==> src/rtl/uart_frame_master.sv <==
// Host-side 8N1 UART frame initiator: 5-byte command out, optional 4-byte reply in.
// Optional reply timeout is enabled by defining UART_FRAME_TIMEOUT_EN.
module uart_frame_master #(
    parameter int CLKS_PER_BIT = 434,
    parameter int TIMEOUT_CLKS = 43400
) (
    input  logic        CLK,
    input  logic        RST,
    input  logic        start,
    input  logic [31:0] cmd_data,
    input  logic [1:0]  cmd_ctrl,
    input  logic        expect_rsp,
    output logic        busy,
    output logic        done,
    output logic        rsp_valid,
    output logic [31:0] rsp_data,
    output logic        timeout,
    output logic        frm_err,
    output logic        TX,
    input  logic        RX
);

    localparam int CW = $clog2(CLKS_PER_BIT + 1);
    localparam logic [CW-1:0] LAST = CW'(CLKS_PER_BIT - 1);
    localparam logic [CW-1:0] HALF = CW'(CLKS_PER_BIT / 2 - 1);

    typedef enum logic [1:0] {
        IDLE,
        SEND,
        WAIT_RSP,
        DONE
    } state_t;

    typedef enum logic [1:0] {
        R_IDLE,
        R_START,
        R_DATA,
        R_STOP
    } rstate_t;

    state_t  r_state;
    state_t  w_next;
    rstate_t r_rstate;
    rstate_t w_rnext;

    logic [31:0]   r_data;
    logic [1:0]    r_ctrl;
    logic          r_exp;
    logic [2:0]    r_byte;
    logic [3:0]    r_bit;
    logic [CW-1:0] r_tcnt;

    logic [7:0] w_cur_byte;
    logic [2:0] w_didx;
    logic       w_tx_bit;
    logic       w_bit_end;
    logic       w_byte_end;
    logic       w_frame_end;

    logic          r_rx_s1;
    logic          r_rx_s2;
    logic          r_rx_d;
    logic [CW-1:0] r_rcnt;
    logic [2:0]    r_rbit;
    logic [7:0]    r_rsh;
    logic          w_fall;
    logic          w_rx_start;
    logic          w_rx_ok;
    logic          w_rx_err;

    logic [1:0]  r_ridx;
    logic [23:0] r_stage;
    logic [31:0] r_rsp;
    logic        r_ok;
    logic        w_last_ok;
    logic        w_to_hit;

    // Command serializer
    assign w_bit_end   = (r_tcnt == LAST);
    assign w_byte_end  = w_bit_end && (r_bit == 4'd9);
    assign w_frame_end = w_byte_end && (r_byte == 3'd4);

    always_comb begin
        w_cur_byte = {6'b0, r_ctrl};
        case (r_byte)
            3'd0:    w_cur_byte = r_data[7:0];
            3'd1:    w_cur_byte = r_data[15:8];
            3'd2:    w_cur_byte = r_data[23:16];
            3'd3:    w_cur_byte = r_data[31:24];
            default: w_cur_byte = {6'b0, r_ctrl};
        endcase
        w_didx   = 3'(r_bit - 4'd1);
        w_tx_bit = 1'b1;
        if (r_bit == 4'd0) begin
            w_tx_bit = 1'b0;
        end else if (r_bit <= 4'd8) begin
            w_tx_bit = w_cur_byte[w_didx];
        end
    end

    assign TX = (r_state == SEND) ? w_tx_bit : 1'b1;

    always_ff @(posedge CLK or posedge RST) begin
        if (RST) begin
            r_data <= '0;
            r_ctrl <= '0;
            r_exp  <= 1'b0;
            r_byte <= '0;
            r_bit  <= '0;
            r_tcnt <= '0;
        end else if (r_state == IDLE && start) begin
            r_data <= cmd_data;
            r_ctrl <= cmd_ctrl;
            r_exp  <= expect_rsp;
            r_byte <= '0;
            r_bit  <= '0;
            r_tcnt <= '0;
        end else if (r_state == SEND) begin
            if (w_bit_end) begin
                r_tcnt <= '0;
                if (r_bit == 4'd9) begin
                    r_bit  <= '0;
                    r_byte <= r_byte + 3'd1;
                end else begin
                    r_bit <= r_bit + 4'd1;
                end
            end else begin
                r_tcnt <= r_tcnt + 1'b1;
            end
        end
    end

    // Receiver: 2-flop synchronizer, then free-running byte deframer
    always_ff @(posedge CLK or posedge RST) begin
        if (RST) begin
            r_rx_s1 <= 1'b1;
            r_rx_s2 <= 1'b1;
            r_rx_d  <= 1'b1;
        end else begin
            r_rx_s1 <= RX;
            r_rx_s2 <= r_rx_s1;
            r_rx_d  <= r_rx_s2;
        end
    end

    assign w_fall = r_rx_d && !r_rx_s2;

    always_comb begin
        w_rnext    = r_rstate;
        w_rx_start = 1'b0;
        w_rx_ok    = 1'b0;
        w_rx_err   = 1'b0;
        unique case (r_rstate)
            R_IDLE: begin
                if (w_fall) begin
                    w_rnext    = R_START;
                    w_rx_start = 1'b1;
                end
            end
            R_START: begin
                if (r_rcnt == HALF) begin
                    w_rnext = r_rx_s2 ? R_IDLE : R_DATA;
                end
            end
            R_DATA: begin
                if (r_rcnt == LAST && r_rbit == 3'd7) begin
                    w_rnext = R_STOP;
                end
            end
            R_STOP: begin
                if (r_rcnt == LAST) begin
                    w_rnext  = R_IDLE;
                    w_rx_ok  = r_rx_s2;
                    w_rx_err = !r_rx_s2;
                end
            end
            default: w_rnext = R_IDLE;
        endcase
    end

    always_ff @(posedge CLK or posedge RST) begin
        if (RST) begin
            r_rstate <= R_IDLE;
            r_rcnt   <= '0;
            r_rbit   <= '0;
            r_rsh    <= '0;
        end else begin
            r_rstate <= w_rnext;
            unique case (r_rstate)
                R_IDLE: begin
                    r_rcnt <= '0;
                    r_rbit <= '0;
                end
                R_START: begin
                    r_rcnt <= (r_rcnt == HALF) ? '0 : r_rcnt + 1'b1;
                end
                R_DATA: begin
                    if (r_rcnt == LAST) begin
                        r_rcnt <= '0;
                        r_rbit <= r_rbit + 3'd1;
                        r_rsh  <= {r_rx_s2, r_rsh[7:1]};
                    end else begin
                        r_rcnt <= r_rcnt + 1'b1;
                    end
                end
                R_STOP: begin
                    r_rcnt <= (r_rcnt == LAST) ? '0 : r_rcnt + 1'b1;
                end
                default: r_rcnt <= '0;
            endcase
        end
    end

    // Reply timeout
`ifdef UART_FRAME_TIMEOUT_EN
    localparam int TW = $clog2(TIMEOUT_CLKS + 1);
    logic [TW-1:0] r_to_cnt;
    logic          r_to;

    always_ff @(posedge CLK or posedge RST) begin
        if (RST) begin
            r_to_cnt <= '0;
        end else if (r_state != WAIT_RSP || w_rx_start) begin
            r_to_cnt <= '0;
        end else if (r_to_cnt != TW'(TIMEOUT_CLKS)) begin
            r_to_cnt <= r_to_cnt + 1'b1;
        end
    end

    assign w_to_hit = (r_state == WAIT_RSP) &&
                      (r_to_cnt == TW'(TIMEOUT_CLKS));

    always_ff @(posedge CLK or posedge RST) begin
        if (RST) begin
            r_to <= 1'b0;
        end else if (w_next == DONE && r_state != DONE) begin
            r_to <= (r_state == WAIT_RSP) && !w_last_ok;
        end
    end

    assign timeout = (r_state == DONE) && r_to;
`else
    assign w_to_hit = 1'b0;
    assign timeout  = 1'b0;
`endif

    // Transaction FSM
    assign w_last_ok = (r_state == WAIT_RSP) && w_rx_ok &&
                       (r_ridx == 2'd3);

    always_comb begin
        w_next = r_state;
        unique case (r_state)
            IDLE: begin
                if (start) w_next = SEND;
            end
            SEND: begin
                if (w_frame_end) w_next = r_exp ? WAIT_RSP : DONE;
            end
            WAIT_RSP: begin
                if (w_last_ok || w_to_hit) w_next = DONE;
            end
            DONE: w_next = IDLE;
            default: w_next = IDLE;
        endcase
    end

    always_ff @(posedge CLK or posedge RST) begin
        if (RST) begin
            r_state <= IDLE;
        end else begin
            r_state <= w_next;
        end
    end

    // Reply lanes stage until the 4th byte so rsp_data changes in one step
    always_ff @(posedge CLK or posedge RST) begin
        if (RST) begin
            r_ridx  <= '0;
            r_stage <= '0;
            r_rsp   <= '0;
            r_ok    <= 1'b0;
        end else begin
            if (r_state == SEND) begin
                r_ridx <= '0;
            end else if (r_state == WAIT_RSP && w_rx_ok) begin
                unique case (r_ridx)
                    2'd0: r_stage[7:0]   <= r_rsh;
                    2'd1: r_stage[15:8]  <= r_rsh;
                    2'd2: r_stage[23:16] <= r_rsh;
                    2'd3: r_rsp          <= {r_rsh, r_stage};
                    default: r_stage     <= r_stage;
                endcase
                r_ridx <= r_ridx + 2'd1;
            end
            if (w_next == DONE && r_state != DONE) begin
                r_ok <= w_last_ok;
            end
        end
    end

    assign busy      = (r_state != IDLE);
    assign done      = (r_state == DONE);
    assign rsp_valid = (r_state == DONE) && r_ok;
    assign rsp_data  = r_rsp;
    assign frm_err   = (r_state == WAIT_RSP) && w_rx_err;

endmodule
==> config.mk <==
export PLATFORM = sky130hd
export DESIGN_NAME = uart_frame_master
export DESIGN_NICKNAME = d
export VERILOG_FILES = /design/src/rtl/uart_frame_master.sv
export SDC_FILE = /design/constraint.sdc
export NUM_CORES = 1
export LEC_CHECK = 0
export ABC_AREA = 1
export BUFFER_PORTS_ARGS = -buffer_cell sky130_fd_sc_hd__buf_4
export CAP_MARGIN = 20
export CELL_PAD_IN_SITES_DETAIL_PLACEMENT = 1
export CELL_PAD_IN_SITES_GLOBAL_PLACEMENT = 2
export CORE_ASPECT_RATIO = 1.75
export CORE_UTILIZATION = 33
export DETAILED_ROUTE_END_ITERATION = 16
export GPL_ROUTABILITY_DRIVEN = 0
export PLACE_DENSITY = 0.77
export SKIP_LAST_GASP = 1
export SLEW_MARGIN = 20
export SYNTH_ARGS = -nofsm -noshare
export SYNTH_HDL_FRONTEND = slang
export SYNTH_SLANG_ARGS = --single-unit
==> constraint.sdc <==
create_clock -name CLK -period 5.07 [get_ports CLK]
set_clock_uncertainty 0.1 [all_clocks]
set_input_delay 1.2675 -clock CLK [delete_from_list [all_inputs] [get_ports CLK]]
set_output_delay 1.2675 -clock CLK [all_outputs]
set_load 0.01 [all_outputs]
==> flow_summary.ini, run 1 <==
[yosys]
synthCells = 662
synth.avg_cell_area_um2 = 9.34
synth_seq_area_share_pct = 55.5
yosys_warnings = 0
synth_nets = 721
ys_types = 35
ys_ff_latch = 137
synth_area_mm2 = 0.00618

[routing]
first_pass_iters = 5
num_vias = 4664
routed_via_density = 4.73
ant_nets = 0
wl_per_cell_um = 15.5
route.detailed.drc = 0
finalWirelength_um = 15300
drt_iter0_markers = 127

[setup_path]
r2r_slack_ns = 2.55
reg2reg_to = r_byte[0]$_DFFE_PP0P_
critPathCaptureType = output port
path_max_fanout = 8
required_ns = 3.70
rr_startpoint = r_state[1]$_DFF_PP0_
arrival_ns = 2.30
path_class = reg2out
rr_worst_depth = 9
cp-start-kind = flop

[placement]
io_buffer_count = 75
dp_hpwl_um = 11400

[clock_tree]
postCtsSetupBuffers = 0
cts_tree = done
cts_root_buf = clkbuf_16
cts_resized = 0
cts_made_buffers = 17
clock_sinks = 137
cts_buffer_depth = 2
worstSkewPairLatency_ns = 0.42
ctsHoldBuffers = 0
htree_levels = 4
clkTransAtPathRegs_ns = 0.06

[sta]
hold_slack_ns = 0.260
finalCriticalPeriod_ns = 3.67
finalSetupTns_ns = 0
finalHoldViolations = 0
slew_headroom_pct = 50.2
finalCritPeriodShare_pct = 72.3
tightest_slew_ns = 0.748
timing.fmax_mhz = 273
grt_setup_unrepaired = false
drv_slew = 0
setup_viol = 0

[pwr]
vdd_drop_max_v = 0.000139
leakagePower_nw = 3.83
power_density_mw_per_mm2 = 363

[floorplan]
die-height_um = 183
dieArea_mm2 = 0.0193
fp.coreArea_mm2 = 0.0182
io_pins = 77
die_x_um = 105
rows = 65
start_util_pct = 33.9

[cells_and_area]
syn_to_final_growth_pct = 21.9
mostFrequentLayoutCell = nand2_1
drive_above_1_share_pct = 20.2
diodes = 0
final_cell_mix = nand2_1, dfrtp_1, buf_4, o21ai_0, inv_1
final_util_pct = 41.4
final_nets = 799

[global_route]
antenna_found_initial = 0
grt_pass1_vias = 5228
grt_max_degree = 81
grt_overflow_total = 0
grt_pass1_wl_um = 26000
grt.total_usage_pct = 17.4

[hold_path]
hp-class = reg2reg
holdPathEnd = r_rx_s2$_DFF_PP1_
hp-start = r_rx_s1$_DFF_PP1_
whs_path_depth = 0

[run_status]
status = complete, no violations

[job]
cap_violations = 0
## worst max path at each step
stage / startpoint / end / slack [ns] / depth (start not counted)
after floorplan: RST / async pin / 0.04 / 1
after global placement: r_byte[2]$_DFFE_PP0P_ / TX / 1.88 / 9
after detailed placement: start / r_byte[0]$_DFFE_PP0P_ / 1.78 / 9
after CTS: r_byte[2]$_DFFE_PP0P_ / TX / 1.36 / 9
after global routing: r_byte[0]$_DFFE_PP0P_ / TX / 1.09 / 13
final: r_byte[2]$_DFFE_PP0P_ / TX / 1.40 / 9
## flip-flops by register name, summed over array words and instances (netlist names), named ones only
name	flops
r_ridx	2
rsp_data	32
r_data	32
r_rbit	3
r_rsh	8
r_state	2
r_rstate	1
r_tcnt	9
r_rx_d	1
r_rx_s2	1
r_bit	4
r_rcnt	9
r_rx_s1	1
r_ok	1
r_stage	24
r_exp	1
r_ctrl	2
r_byte	3
## cell families after synthesis
logic type               after synthesis  share of synthesized area [%]
multiplexers                          24                           5.83
AND/OR/NAND/NOR                      315                           21.0
flip-flops                           137                           55.5
other                                  1                         0.0607
adder cells (fa/ha/maj)               20                           4.05
AO/OA/AOI/OAI                         83                           7.08
buffers and inverters                 75                           5.46
XOR/XNOR                               7                          0.992
## stage by stage
step | instance area, um2 | std cells | power, mW | setup slack [ns]
3_3_place_gp | 6950 | 955 | 1.51 | 1.88
2_1_floorplan | 6180 | 662 | 1.42 | 0.0397
5_1_grt | 7530 | 987 | 2.87 | 1.09
4_1_cts | 7530 | 987 | 2.78 | 1.36
3_5_place_dp | 6950 | 955 | 1.52 | 1.78
6_report | 7530 | 987 | 2.73 | 1.40
## worst max-delay path, stage by stage (launching register included)
cell,delay [ns]
dfrtp_1,0.49
inv_1,0.15
ha_1,0.32
a21oi_1,0.31
nand4_1,0.15
nand3b_1,0.10
nand3_1,0.07
nand3_1,0.08
nand2_1,0.07
buf_4,0.15
## cell usage after synthesis
library cell,count,area share (%)
a211oi_1,5,0.61
a21oi_1,16,1.3
a31oi_1,3,0.30
buf_1,4,0.24
buf_2,5,0.40
buf_4,1,0.12
buf_6,6,1.1
clkbuf_1,5,0.30
clkinv_2,1,0.081
conb_1,1,0.061
dfrtp_1,134,54
dfstp_2,3,1.3
ha_1,20,4.0
inv_1,51,3.1
inv_2,2,0.12
mux2_4,24,5.8
nand2_1,233,14
nand2_2,1,0.10
nand2_4,3,0.55
nand3_1,16,1.3
nand3_2,2,0.32
nand3b_1,1,0.12
nand4_1,9,0.91
nor2_1,36,2.2
nor2_2,4,0.40
nor3_1,6,0.49
nor3_2,1,0.16
nor3b_1,1,0.12
nor4_1,2,0.20
o21ai_0,51,4.1
o21ai_1,4,0.32
o22ai_1,3,0.30
o31ai_1,1,0.12
xnor2_1,2,0.28
xor2_1,5,0.71
## routing by layer
metal	track usage, %	part of all wire (%)	vias to the layer above
met5	0	0	-
met4	8.06	2.8	0
met3	3.45	3.0	27
met2	33.5	57	96
met1	17.8	38	2264
li1	-	-	2277
## report_power, final
group / switching, mW / internal [mW] / total, mW / leakage [nW]
logic: 0.170 / 0.103 / 0.273 / 1.76
registers: 0.0673 / 1.16 / 1.22 / 1.81
clock network: 0.494 / 0.743 / 1.24 / 0.270
## area by class of cell
type / instances / area [um2]
Multi-Input combinational cell: 450 / 2410
Inverter: 54 / 209
Clock buffer: 20 / 447
Clock inverter: 12 / 141
Sequential cell: 137 / 3430
Tap cell: 234 / 293
Timing Repair Buffer: 80 / 601
Fill cell: 2139 / 10700
Note: power is estimated with default switching activity, not from simulation.
==> inputs of run 2 (changes only) <==
- CORE_UTILIZATION: 33 -> 36
- PLACE_DENSITY: 0.77 -> 0.8
- clock period: 5.07 -> 3.6 ns (I/O delays scaled with it)
==> run 2 against run 1 <==
Effect of this change: sequential share of layout area about the same; critical path depth rose by 4; hold slack gained 0.0088 ns; core utilization rose by 3.3 points; register-to-register slack got worse by 1.4 ns; largest cell class unchanged; largest power group is now sequential cells; sequential cell count stayed put; first-iteration DRC count is the same; cell count decreased by 0.71%; non-clock buffer count did not move; total power rose by 41%; via count rose by 0.69%; global-route usage is 1.7 points higher.
==> flow_summary.ini, run 2 (synthesis results as in run 1) <==
[sta]
finalSetupTns_ns = 0
finalCriticalPeriod_ns = 3.26
tightest_slew_ns = 0.608
setup_ws_ns = 0.344
finalHoldViolations = 0
timing.fmax_mhz = 307
grt_setup_unrepaired = false
drv_slew = 0
setup_viol = 0
finalCritPeriodShare_pct = 90.4
slew_headroom_pct = 59.4

[clock_tree]
cts_buffer_depth = 2
htree_levels = 4
postCtsSetupBuffers = 0
cts_made_buffers = 17
cts_tree = done
worstSkewPairLatency_ns = 0.42
ctsHoldBuffers = 0
cts_root_buf = clkbuf_16
clock_sinks = 137
cts_resized = 0
clkTransAtPathRegs_ns = 0.06

[routing]
ant_nets = 0
wl_per_cell_um = 15.7
drt_iter0_markers = 127
routed_via_density = 4.79
first_pass_iters = 4
num_vias = 4696
route.detailed.drc = 0
finalWirelength_um = 15400

[setup_path]
required_ns = 2.60
cp-start-kind = flop
path_class = reg2out
path_max_fanout = 8
critical_path.max_stage_delay_ns = 0.42
arrival_ns = 2.26
critPathCaptureType = output port
crit_chain = inv_1 -> ha_1 -> inv_1 -> nor2_1 -> nand2_1 -> nand2_1 -> o21ai_0 -> nand2_1 -> nand2_1 -> nand3_1 -> nand3_1 -> nand2_1 -> buf_4
cp_slowest_cell = dfrtp_1
worst-path-buf-inv = 3
critPathMostFrequentCell = nand2_1
critPathTopFamily = simple AND/OR/NAND/NOR gates

[cells_and_area]
final_nets = 799
mostFrequentLayoutCell = nand2_1
syn_to_final_growth_pct = 21.9
drive_above_1_share_pct = 20.2
final_cell_mix = nand2_1, dfrtp_1, buf_4, o21ai_0, inv_1
diodes = 0
final_util_pct = 44.7

[floorplan]
rows = 63
dieArea_mm2 = 0.0177
die_x_um = 101
fp.coreArea_mm2 = 0.0169
start_util_pct = 36.6
die-height_um = 175
io_pins = 77

[placement]
io_buffer_count = 75
dp_hpwl_um = 11300
pre_cts_ws_ns = 0.728

[global_route]
grt_pass1_wl_um = 25800
grt_overflow_total = 0
antenna_found_initial = 0
grt_pass1_vias = 5126
grt_max_degree = 107
grt.total_usage_pct = 19.1

[job]
cap_violations = 0

[hold_path]
hp-class = reg2reg

[run_status]
status = complete, no violations

[pwr]
p_total_mw = 3.85
power_density_mw_per_mm2 = 511
leakagePower_nw = 3.83
vdd_drop_max_v = 0.000240
-- run 2: final timing paths --
path | start | end | slack (ns) | cells after the start
setup / recovery | r_byte[1]$_DFFE_PP0P_ | TX | 0.34 | 13
hold / removal | r_rx_s1$_DFF_PP1_ | r_rx_s2$_DFF_PP1_ | 0.27 | 0
setup reg to reg | r_tcnt[1]$_DFFE_PP0P_ | r_byte[1]$_DFFE_PP0P_ | 1.13 | 10
hold reg to reg | r_rx_s1$_DFF_PP1_ | r_rx_s2$_DFF_PP1_ | 0.27 | 0
max in group asynchronous | RST | r_ridx[0]$_DFFE_PP0P_ | 2.38 | 3
min in group asynchronous | RST | r_tcnt[6]$_DFFE_PP0P_ | 0.53 | 3
-- run 2: layout make-up --
type                            instances  area, um2
Multi-Input combinational cell        450       2410
Clock buffer                           20        447
Sequential cell                       137       3430
Fill cell                            2012       9340
Timing Repair Buffer                   80        613
Tap cell                              227        284
Inverter                               54        208
Clock inverter                         12        138
-- run 2: metal layers --
metal	share of wire, %	vias to the layer above	GRT usage [%]
met5	0	-	0
met4	2.9	0	8.64
met3	3.1	24	4.06
met2	57	96	36.1
met1	37	2300	19.6
li1	-	2276	-
-- run 2: through the flow --
stage               instances  hold slack, ns  instance area, um2
global placement          948           0.249                6950
floorplan                 662           0.245                6190
global route              980           0.280                7530
detailed placement        948           0.254                6950
CTS                       980           0.269                7530
finish                    980           0.269                7530
-- run 2: worst reg2reg max path, stage by stage (launching register included) --
cell and delay, ns:
dfrtp_1 0.39, inv_1 0.11, ha_1 0.15, nand2_1 0.06, inv_1 0.06, nand2_1 0.04
nor2_1 0.22, nor2_1 0.12, nor2_2 0.44, nand2_1 0.32, o21ai_0 0.36
-- run 2: power breakdown --
group	internal [mW]	switching [mW]
Sequential	1.63	0.0969
Combinational	0.147	0.243
Clock	1.04	0.687
Total	2.82	1.03
